<file path="src/rtl/vga_pkg.sv">
// -----------------------------------------------------------------------------
// vga_pkg
//   Definitions shared by the VGA controller and the VRAM write path:
//   screen geometry of the 160x100 RGB332 frame buffer, VRAM address width,
//   and the fill-engine state encoding.
// -----------------------------------------------------------------------------
package vga_pkg;

    localparam int SCR_W         = 160;           // pixels per row, also VRAM row stride
    localparam int SCR_H         = 100;           // rows
    localparam int AW            = 14;            // VRAM address width
    localparam int VRAM_SIZE     = SCR_W * SCR_H; // 16000 bytes
    localparam int MAX_CPU_BURST = 4;             // CPU grants in a row before a fill slot

    typedef enum logic [1:0] {
        FILL_IDLE  = 2'd0,
        FILL_SETUP = 2'd1,
        FILL_RUN   = 2'd2,
        FILL_DONE  = 2'd3
    } fill_state_e;

endpackage

</file>
<file path="src/rtl/vram_fill_engine.sv">
// -----------------------------------------------------------------------------
// vram_fill_engine
//   Rectangle-fill engine. Latches a rectangle on fill_start_i, clips it to
//   the screen, then walks it row by row, presenting one pixel write at a
//   time to the arbiter.
//
// Ports
//   clk_i, rst_ni            clock, asynchronous active-low reset
//   fill_start_i             pulse, latch fill_*_i and begin (IDLE only)
//   fill_abort_i             pulse, cancel (SETUP/RUN only)
//   fill_x_i/y_i/w_i/h_i     rectangle origin and size in pixels
//   fill_color_i             RGB332 fill value
//   fill_req_o               a pixel write is pending (state RUN)
//   fill_gnt_i               the arbiter accepted the pending write this cycle
//   fill_addr_o/fill_data_o  address/data of the pending write
//   fill_busy_o              engine not idle
//   fill_done_o              one-cycle pulse after the last pixel was granted
//   state_o                  current FSM state (debug)
//
// Handshake: fill_req_o/fill_gnt_i is a valid/ready pair. A write transfers in
// any cycle where both are high; address and data then advance on that edge.
// fill_req_o never depends on fill_gnt_i.
// -----------------------------------------------------------------------------
module vram_fill_engine #(
    parameter int SCR_W = vga_pkg::SCR_W,
    parameter int SCR_H = vga_pkg::SCR_H,
    parameter int AW    = vga_pkg::AW
) (
    input  logic                 clk_i,
    input  logic                 rst_ni,
    input  logic                 fill_start_i,
    input  logic                 fill_abort_i,
    input  logic [7:0]           fill_x_i,
    input  logic [6:0]           fill_y_i,
    input  logic [7:0]           fill_w_i,
    input  logic [6:0]           fill_h_i,
    input  logic [7:0]           fill_color_i,
    output logic                 fill_req_o,
    input  logic                 fill_gnt_i,
    output logic [AW-1:0]        fill_addr_o,
    output logic [7:0]           fill_data_o,
    output logic                 fill_busy_o,
    output logic                 fill_done_o,
    output vga_pkg::fill_state_e state_o
);

    vga_pkg::fill_state_e state_q, state_d;

    logic [7:0]    x0_q, x0_d;
    logic [6:0]    y0_q, y0_d;
    logic [7:0]    w_q, w_d;
    logic [6:0]    h_q, h_d;
    logic [7:0]    color_q, color_d;
    logic [7:0]    cur_x_q, cur_x_d;
    logic [6:0]    cur_y_q, cur_y_d;
    logic [AW-1:0] row_base_q, row_base_d;

    // Clipping works from the latched rectangle, so the sums are only
    // meaningful from SETUP onwards. The wide sums cannot wrap.
    logic [8:0] x_sum;
    logic [7:0] y_sum;
    logic [7:0] x_end;
    logic [6:0] y_end;
    logic       degenerate;
    logic       last_col;
    logic       last_row;

    always_comb begin
        x_sum      = {1'b0, x0_q} + {1'b0, w_q};
        y_sum      = {1'b0, y0_q} + {1'b0, h_q};
        x_end      = (x_sum > 9'(SCR_W)) ? 8'(SCR_W) : x_sum[7:0];
        y_end      = (y_sum > 8'(SCR_H)) ? 7'(SCR_H) : y_sum[6:0];
        degenerate = (w_q == 8'd0) || (h_q == 7'd0) ||
                     (x0_q >= 8'(SCR_W)) || (y0_q >= 7'(SCR_H));
        last_col   = (cur_x_q == x_end - 8'd1);
        last_row   = (cur_y_q == y_end - 7'd1);
    end

    always_comb begin
        state_d    = state_q;
        x0_d       = x0_q;
        y0_d       = y0_q;
        w_d        = w_q;
        h_d        = h_q;
        color_d    = color_q;
        cur_x_d    = cur_x_q;
        cur_y_d    = cur_y_q;
        row_base_d = row_base_q;

        unique case (state_q)
            vga_pkg::FILL_IDLE: begin
                if (fill_start_i) begin
                    x0_d    = fill_x_i;
                    y0_d    = fill_y_i;
                    w_d     = fill_w_i;
                    h_d     = fill_h_i;
                    color_d = fill_color_i;
                    state_d = vga_pkg::FILL_SETUP;
                end
            end

            vga_pkg::FILL_SETUP: begin
                if (fill_abort_i) begin
                    state_d = vga_pkg::FILL_IDLE;
                end else if (degenerate) begin
                    state_d = vga_pkg::FILL_DONE;
                end else begin
                    row_base_d = AW'(y0_q) * AW'(SCR_W);
                    cur_x_d    = x0_q;
                    cur_y_d    = y0_q;
                    state_d    = vga_pkg::FILL_RUN;
                end
            end

            vga_pkg::FILL_RUN: begin
                if (fill_gnt_i) begin
                    if (last_col) begin
                        if (last_row) begin
                            state_d = vga_pkg::FILL_DONE;
                        end else begin
                            cur_x_d    = x0_q;
                            cur_y_d    = cur_y_q + 7'd1;
                            row_base_d = row_base_q + AW'(SCR_W);
                        end
                    end else begin
                        cur_x_d = cur_x_q + 8'd1;
                    end
                end
                // Abort wins over a same-cycle last-pixel grant; the granted
                // write itself is already captured by the output registers.
                if (fill_abort_i) begin
                    state_d = vga_pkg::FILL_IDLE;
                end
            end

            vga_pkg::FILL_DONE: begin
                state_d = vga_pkg::FILL_IDLE;
            end

            default: begin
                state_d = vga_pkg::FILL_IDLE;
            end
        endcase
    end

    always_ff @(posedge clk_i or negedge rst_ni) begin
        if (!rst_ni) begin
            state_q    <= vga_pkg::FILL_IDLE;
            x0_q       <= '0;
            y0_q       <= '0;
            w_q        <= '0;
            h_q        <= '0;
            color_q    <= '0;
            cur_x_q    <= '0;
            cur_y_q    <= '0;
            row_base_q <= '0;
        end else begin
            state_q    <= state_d;
            x0_q       <= x0_d;
            y0_q       <= y0_d;
            w_q        <= w_d;
            h_q        <= h_d;
            color_q    <= color_d;
            cur_x_q    <= cur_x_d;
            cur_y_q    <= cur_y_d;
            row_base_q <= row_base_d;
        end
    end

    assign fill_req_o  = (state_q == vga_pkg::FILL_RUN);
    assign fill_addr_o = row_base_q + AW'(cur_x_q);
    assign fill_data_o = color_q;
    assign fill_busy_o = (state_q != vga_pkg::FILL_IDLE);
    assign fill_done_o = (state_q == vga_pkg::FILL_DONE);
    assign state_o     = state_q;

endmodule

</file>
<file path="src/rtl/vram_write_arbiter.sv">
// -----------------------------------------------------------------------------
// vram_write_arbiter
//   Owns the single VRAM write port and shares it between CPU byte writes and
//   the rectangle-fill engine. At most one write per cycle; the port outputs
//   are registered, so a grant in cycle N shows as vram_wr=1 in cycle N+1.
//
// Ports
//   cpu_clk, reset_n            clock, asynchronous active-low reset
//   cpu_req/cpu_addr/cpu_data   CPU write request, held stable until cpu_ack
//   cpu_ack                     one-cycle pulse, same cycle as the CPU's vram_wr
//   fill_start/fill_abort       fill control pulses
//   fill_x/y/w/h/color          fill rectangle and colour
//   fill_busy/fill_done         fill status
//   vram_wr/vram_addr/vram_data VRAM write port (to the VGA controller)
//   dbg_fill_state              fill FSM state (debug)
//
// CPU handshake: cpu_req is a valid that must stay high with address/data
// stable until cpu_ack. The request is considered only while cpu_ack is low,
// so a request still high in the ack cycle is treated as the next transfer,
// which limits the CPU to one write every two cycles.
// -----------------------------------------------------------------------------
module vram_write_arbiter #(
    parameter int SCR_W         = vga_pkg::SCR_W,
    parameter int SCR_H         = vga_pkg::SCR_H,
    parameter int AW            = vga_pkg::AW,
    parameter int MAX_CPU_BURST = vga_pkg::MAX_CPU_BURST
) (
    input  logic                 cpu_clk,
    input  logic                 reset_n,
    input  logic                 cpu_req,
    input  logic [AW-1:0]        cpu_addr,
    input  logic [7:0]           cpu_data,
    output logic                 cpu_ack,
    input  logic                 fill_start,
    input  logic                 fill_abort,
    input  logic [7:0]           fill_x,
    input  logic [6:0]           fill_y,
    input  logic [7:0]           fill_w,
    input  logic [6:0]           fill_h,
    input  logic [7:0]           fill_color,
    output logic                 fill_busy,
    output logic                 fill_done,
    output logic                 vram_wr,
    output logic [AW-1:0]        vram_addr,
    output logic [7:0]           vram_data,
    output vga_pkg::fill_state_e dbg_fill_state
);

    localparam int VRAM_SIZE = SCR_W * SCR_H;
    localparam int BW        = $clog2(MAX_CPU_BURST + 1);

    logic          fill_req;
    logic          fill_gnt;
    logic [AW-1:0] fill_addr;
    logic [7:0]    fill_data;

    vram_fill_engine #(
        .SCR_W (SCR_W),
        .SCR_H (SCR_H),
        .AW    (AW)
    ) u_fill (
        .clk_i        (cpu_clk),
        .rst_ni       (reset_n),
        .fill_start_i (fill_start),
        .fill_abort_i (fill_abort),
        .fill_x_i     (fill_x),
        .fill_y_i     (fill_y),
        .fill_w_i     (fill_w),
        .fill_h_i     (fill_h),
        .fill_color_i (fill_color),
        .fill_req_o   (fill_req),
        .fill_gnt_i   (fill_gnt),
        .fill_addr_o  (fill_addr),
        .fill_data_o  (fill_data),
        .fill_busy_o  (fill_busy),
        .fill_done_o  (fill_done),
        .state_o      (dbg_fill_state)
    );

    logic          cpu_ack_q, cpu_ack_d;
    logic          vram_wr_q, vram_wr_d;
    logic [AW-1:0] vram_addr_q, vram_addr_d;
    logic [7:0]    vram_data_q, vram_data_d;
    logic [BW-1:0] burst_q, burst_d;

    logic cpu_elig;
    logic cpu_gnt;
    logic cpu_in_range;
    logic burst_full;

    always_comb begin
        cpu_elig     = cpu_req && !cpu_ack_q;
        burst_full   = (burst_q == BW'(MAX_CPU_BURST));
        // The fill takes the slot when it is alone or the CPU used up its burst.
        fill_gnt     = fill_req && (!cpu_elig || burst_full);
        cpu_gnt      = cpu_elig && !fill_gnt;
        cpu_in_range = (cpu_addr < AW'(VRAM_SIZE));

        burst_d = burst_q;
        if (fill_gnt || dbg_fill_state != vga_pkg::FILL_RUN) begin
            burst_d = '0;
        end else if (cpu_gnt) begin
            burst_d = burst_q + BW'(1);
        end

        // Out-of-range CPU writes are acked but never strobe the memory.
        cpu_ack_d   = cpu_gnt;
        vram_wr_d   = fill_gnt || (cpu_gnt && cpu_in_range);
        vram_addr_d = vram_addr_q;
        vram_data_d = vram_data_q;
        if (fill_gnt) begin
            vram_addr_d = fill_addr;
            vram_data_d = fill_data;
        end else if (cpu_gnt) begin
            vram_addr_d = cpu_addr;
            vram_data_d = cpu_data;
        end
    end

    always_ff @(posedge cpu_clk or negedge reset_n) begin
        if (!reset_n) begin
            cpu_ack_q   <= 1'b0;
            vram_wr_q   <= 1'b0;
            vram_addr_q <= '0;
            vram_data_q <= '0;
            burst_q     <= '0;
        end else begin
            cpu_ack_q   <= cpu_ack_d;
            vram_wr_q   <= vram_wr_d;
            vram_addr_q <= vram_addr_d;
            vram_data_q <= vram_data_d;
            burst_q     <= burst_d;
        end
    end

    assign cpu_ack   = cpu_ack_q;
    assign vram_wr   = vram_wr_q;
    assign vram_addr = vram_addr_q;
    assign vram_data = vram_data_q;

endmodule

</file>
<file path="config.mk">
export PLATFORM = sky130hd
export DESIGN_NAME = vram_write_arbiter
export DESIGN_NICKNAME = d
export VERILOG_FILES = /design/src/rtl/vga_pkg.sv /design/src/rtl/vram_fill_engine.sv /design/src/rtl/vram_write_arbiter.sv
export SDC_FILE = /design/constraint.sdc
export NUM_CORES = 1
export LEC_CHECK = 0
export CAP_MARGIN = 0
export CORE_MARGIN = 4
export CORE_UTILIZATION = 55
export DETAILED_ROUTE_END_ITERATION = 7
export PLACE_DENSITY = 0.86
export SLEW_MARGIN = 20
export SYNTH_ARGS = -nofsm -noshare
export SYNTH_HDL_FRONTEND = slang
export SYNTH_SLANG_ARGS = --single-unit
export TNS_END_PERCENT = 100
</file>
<file path="constraint.sdc">
create_clock -name cpu_clk -period 6.19 [get_ports cpu_clk]
set_input_delay 0.9285 -clock cpu_clk [delete_from_list [all_inputs] [get_ports cpu_clk]]
set_output_delay 0.9285 -clock cpu_clk [all_outputs]
set_load 0.02 [all_outputs]
</file>
== Word level (Yosys, flattened, before mapping) ==
Cells that the tools add are included.
Word-level totals
  register bits after elaboration: 96
  logic and storage cells: 104
  bits of input ports: 65
  output and inout bits: 28
Cells by class
  $lt $le $gt $ge: 5
  add/sub/neg operators: 9
  mux-type cells: 34
  equality and inequality tests: 17
  multiply operators: 1
  reductions and logical operators: 24
Operators with widths (count)
  $mux 14: 7
  $mux 8: 8
  $mux 7: 6
  $pmux 14 s2: 1
  $pmux 8 s2: 1
  $add 14x8->14: 1
  $add 14x8->14 const B: 1
  $lt 14x14->1 const B: 1
  $pmux 7 s2: 1
  $mux 2: 6
  $ne 2x2->1 const B: 5
  $add 8x8->9: 1
  $gt 9x8->1 const B: 1
  $mul 7x3->9 const B: 1
  $ne 3x2->1 const B: 3
  $add 7x7->8: 1
  $add 8x1->8 const B: 1
  $eq 8x8->1: 1
  $ge 8x8->1 const B: 1
  $gt 8x7->1 const B: 1
  $logic_not 8->1: 1
  $pmux 2 s4: 1
  $reduce_bool 2->1: 4
  $sub 8x1->8 const B: 1
  other kinds (21): 34

== Longest topological paths before layout ==
  depth in word-level cells: 10
  mapped depth: 21
  mapped depth without buffers: 19

== Hierarchy ==
Synthesis repeated with hierarchy kept, for this count alone.
Unflattened totals
  cell total of the unflattened synthesis: 673
  area, all modules: 6388.6 um^2
By module, submodules not included
  vram_fill_engine: instances 1, cells each 571, seq. area each 1601.5 um^2, area each 5132.4 um^2
  vram_write_arbiter: instances 1, cells each 102, seq. area each 675.6 um^2, area each 1256.2 um^2

== Least setup slack after synthesis ==
OpenSTA, ideal clock, no wires.
  path kind: reg2reg
  from: register u_fill.x0_q[0]
  to: register u_fill.cur_x_q[2]
  stages on the path, launching flop included: 21
  setup slack: 1.554 ns
  path buffers: 1
  library setup time: 0.124 ns
  arrival: 4.512 ns
  cell sequence: dfrtp_1 ha_1 inv_1 fa_1 nand2b_2 a21oi_4 xor2_2 o32ai_2 a31oi_2 or2_2 ha_1 o211ai_1 nor4_1 xnor2_1 xnor2_1 o311a_1 nor4_4 nand2b_4 buf_8 o21ai_1 a211o_1
On the way
  word-level cells in the longest chain between the ends: 8
Ends and longest elaborated chain
  start, declared: RTL line vram_fill_engine.sv:49  | logic [7:0] x0_q, x0_d;
  start signal, assigned: RTL line vram_fill_engine.sv:149  | x0_q <= '0;
  start signal, assigned: RTL line vram_fill_engine.sv:159  | x0_q <= x0_d;
  $add 8x8->9: RTL line vram_fill_engine.sv:69  | x_sum = {1'b0, x0_q} + {1'b0, w_q};
  $gt 9x8->1: RTL line vram_fill_engine.sv:71  | x_end = (x_sum > 9'(SCR_W)) ? 8'(SCR_W) : x_sum[7:0];
  $mux 8: RTL line vram_fill_engine.sv:71
  $sub 8x1->8: RTL line vram_fill_engine.sv:75  | last_col = (cur_x_q == x_end - 8'd1);
  $eq 8x8->1: RTL line vram_fill_engine.sv:75
  $mux 8: RTL line vram_fill_engine.sv:117  | if (last_col) begin
  $mux 8: RTL line vram_fill_engine.sv:116  | if (fill_gnt_i) begin
  $pmux 8 s2: RTL line vram_fill_engine.sv:90  | unique case (state_q)
  end signal, assigned: RTL line vram_fill_engine.sv:164  | cur_x_q <= cur_x_d;
  end, declared: RTL line vram_fill_engine.sv:54  | logic [7:0] cur_x_q, cur_x_d;
Parallel ways exist; a longest one is shown, timed or not. The select of a mux whose other input is x is not followed.
A chain may end at the register's enable or synchronous reset.

== Worst setup path after layout ==
  from: register u_fill.w_q[0]
  to: register u_fill.row_base_q[11]
On the way
  word-level cells in the longest chain between the ends: 7
Ends and longest elaborated chain
  start, declared: RTL line vram_fill_engine.sv:51  | logic [7:0] w_q, w_d;
  start signal, assigned: RTL line vram_fill_engine.sv:161  | w_q <= w_d;
  $add 8x8->9: RTL line vram_fill_engine.sv:69
  $gt 9x8->1: RTL line vram_fill_engine.sv:71
  $mux 8: RTL line vram_fill_engine.sv:71
  $sub 8x1->8: RTL line vram_fill_engine.sv:75
  $eq 8x8->1: RTL line vram_fill_engine.sv:75
  $ne 2x1->1 (no source line)
  $reduce_and 6->1 (no source line) *
  end signal, assigned: RTL line vram_fill_engine.sv:166  | row_base_q <= row_base_d;
  end, declared: RTL line vram_fill_engine.sv:56  | logic [AW-1:0] row_base_q, row_base_d;
Mark *: on every way between the ends. The rest lies on a longest branch, timed or not.

==> flow_summary.toml <==
[status]
outcome = "completed"

[synth]
yosysMostFrequentCell = "sky130_fd_sc_hd__dfrtp_1"
asyncSetResetFlopFracSynth_pct = 100
netlist.area_leader.share_pct = 37.3
synth_edf_count = 0
synth.yosys.warnings = 0
synthesis.area_mm2 = 0.00610
synth_common_cells = "sky130_fd_sc_hd__dfrtp_1 (91), sky130_fd_sc_hd__nor2_1 (42), sky130_fd_sc_hd__a21oi_1 (38), sky130_fd_sc_hd__inv_1 (38)"
post_synth_inst_count = 623
syn_area_per_cell_um2 = 9.79
synth.yosys.seq_area_share_pct = 37.3
synth_cell_type_count = 89
synth-seq-cells = 91
synth_area_leaders = "sky130_fd_sc_hd__dfrtp_1 (37%), sky130_fd_sc_hd__ha_1 (7.2%), sky130_fd_sc_hd__mux2_2 (6.5%)"
synth_top_cell_by_area = "sky130_fd_sc_hd__dfrtp_1"
postSynthNetCount = 726
synthFlopType = "sky130_fd_sc_hd__dfrtp_1"

[routing]
avgViaCountPerCell = 6.36
avg_wl_per_cell_um = 19.7
route.final.wire_length_um = 16800
routed-via-count = 5416
detail_route.first_pass.iterations = 5
post-route-drc-count = 0
initialDrtViolationCount = 540
post_detailed_route_count_of_antenna_violating_nets = 0

[clock_network]
clockBufferDepth = 2
clock_insertion_delay_worst_skew_ns = 0.37
cts.reportedPaths.clkPinSlew_ns = 0.10
cts_setup_buffers = 0
cts_htree_levels = 3
cts_inserted_buffers = 9
clock-sinks = 91
cts_tree = "built"
hold_buffers = 0
root_buffer = "sky130_fd_sc_hd__clkbuf_8"
ctsResizeCount = 0

[floorplanning]
die-area_mm2 = 0.0128
die_width_um = 113
chipHeight_um = 113
core_footprint_mm2 = 0.0108
rows = 38
ios = 93
initial_core_utilization_pct = 56.3

[placed_design]
hpwlAfterDp_um = 12100
routabilityCongestion = 0.909
post-place-ws_ns = 0.812
numPortBuffers = 92

[timing]
final.setup.worst_slack_ns = 0.564
worst_slew_margin_rel_pct = 45.7
timing.hold.ws_ns = 0.450
f_max_ghz = 0.178
min_period_ns = 5.63
report.final.setup_viol = 0
worstMarginPinSlew_ns = 0.814
post-route-period-util_pct = 90.9
clock_skew_ns = 0.0113
report.final.hold_viol_count = 0
fin_setup_tns_ns = 0
final-max-slew-violation-count = 0
grt_setup_unrepaired = "no"

[critical_path]
arrival_ns = 5.92
setup.worst_path.start_class = "flip-flop"
endpoint_kind = "flip-flop"
worstPathMaxFanout = 14
setup.worst_path.class = "reg2reg"
cp_data_required_time_ns = 6.48

[grt]
first_pass_grt_wire_length_um = 27800
antenna_found_initial = 0
globalRouteTotalUtil_pct = 26.7
grt_remaining_overflow = 0
first_global_vias = 5637
largest_net_degree_at_the_start_of_global_routing = 65

[final_layout]
diodes = 0
area_delta_synth_final_pct = 21.1
fillCellCount = 804
layout.nets = 810
final_layout_size_suffix_gt1_share_pct = 12.5

[hold_path]
hold_path_class = "in2async"

[flow_run]
drv_cap = 0
metrics by stage:
stage | utilization [%] | instances | instance area [um2]
floorplan | - | 623 | 6100
global placement | 65.7 | 835 | 7120
detailed placement | 65.7 | 835 | 7120
CTS | 68.0 | 851 | 7370
global route | 68.2 | 852 | 7390
finish | 68.2 | 852 | 7390
critical path, cell delays in order (launching register included):
cell and delay (ns):
sky130_fd_sc_hd__dfrtp_1 0.40, sky130_fd_sc_hd__ha_1 0.24, sky130_fd_sc_hd__inv_1 0.08, sky130_fd_sc_hd__fa_1 0.44
sky130_fd_sc_hd__nand2b_2 0.25, sky130_fd_sc_hd__a21oi_4 0.15, sky130_fd_sc_hd__xor2_2 0.30, sky130_fd_sc_hd__o32ai_2 0.15
sky130_fd_sc_hd__a31oi_2 0.35, sky130_fd_sc_hd__or2_2 0.19, sky130_fd_sc_hd__ha_1 0.22, sky130_fd_sc_hd__o211ai_1 0.14
sky130_fd_sc_hd__nor4_1 0.55, sky130_fd_sc_hd__xnor2_1 0.18, sky130_fd_sc_hd__xnor2_1 0.16, sky130_fd_sc_hd__o311a_1 0.37
sky130_fd_sc_hd__nor4_4 0.47, sky130_fd_sc_hd__o21a_1 0.52, sky130_fd_sc_hd__a21oi_1 0.18, sky130_fd_sc_hd__a31oi_1 0.21
state kept, by name, indices dropped and copies added (netlist names), 3 cells and up:
signal / cells
vram_addr: 14
u_fill.cur_y_q: 7
u_fill.row_base_q: 9
u_fill.cur_x_q: 8
u_fill.h_q: 7
burst_q: 3
u_fill.y0_q: 7
u_fill.w_q: 8
u_fill.x0_q: 8
vram_data: 8
u_fill.fill_data_o: 8
cells by family (layout without fill, tap and decap cells):
| logic type | after synthesis | after routing | share of synthesized area (%) |
|---|---|---|---|
| AOI/OAI and AO/OA | 181 | 181 | 21.9 |
| muxes | 40 | 40 | 7.28 |
| and+or+nand+nor | 178 | 178 | 16.2 |
| xor gates and xnor gates | 30 | 30 | 4.55 |
| buffers and inverters | 65 | 154 | 4.61 |
| adders and majority gates | 38 | 38 | 8.16 |
| DFF | 91 | 91 | 37.3 |
final cells by class:
cell class                 count  area, um2  area share (%)
inverter                      38        143            1.93
timing repair buffer         100        991            13.4
tap                          140        175            2.37
sequential                    91       2280            30.8
clock buffer                  10        138            1.86
clock inverter                 6        116            1.57
multi-input combinational    467       3550            48.0
cells in the final DEF, fill, tap and decap left out, types with 9 or more instances in the layout:
master and count:
sky130_fd_sc_hd__xnor2_1 17, sky130_fd_sc_hd__ha_1 35, sky130_fd_sc_hd__and3_1 9, sky130_fd_sc_hd__a22oi_1 10
sky130_fd_sc_hd__clkdlybuf4s50_1 91, sky130_fd_sc_hd__xor2_1 11, sky130_fd_sc_hd__a21oi_1 38, sky130_fd_sc_hd__clkbuf_8 10
sky130_fd_sc_hd__nand2_1 32, sky130_fd_sc_hd__a21o_1 9, sky130_fd_sc_hd__mux2_2 35, sky130_fd_sc_hd__a222oi_1 15
sky130_fd_sc_hd__nor2_1 41, sky130_fd_sc_hd__dfrtp_1 91, sky130_fd_sc_hd__inv_1 38, sky130_fd_sc_hd__nand3_1 17
sky130_fd_sc_hd__o21ai_0 30
path summary, 6_finish.rpt:
path | from | end | cells after the start | slack, ns
worst max-delay path | u_fill.w_q[0] | u_fill.row_base_q[11] | 19 | 0.56
worst min-delay path | reset_n | vram_wr | 1 | 0.45
worst max register to register | u_fill.w_q[0] | u_fill.row_base_q[11] | 19 | 0.56
worst min register to register | vram_data[1] | vram_data[1] | 2 | 0.51
max in group asynchronous | reset_n | u_fill.y0_q[5] | 2 | 4.59
min in group cpu_clk | vram_data[1] | vram_data[1] | 2 | 0.51
routing by layer:
metal  global-route usage [%]  up-vias  wire (um)
met5                        0        -          0
met4                     9.38        0        439
met3                     4.33       44        810
met2                     47.0      187       8900
met1                     33.1     2673       6620
li1                         -     2512          -
Power is left out: the tool's default activity adds up to more than one toggle a clock period on the data nets, which glitch-free logic cannot reach.
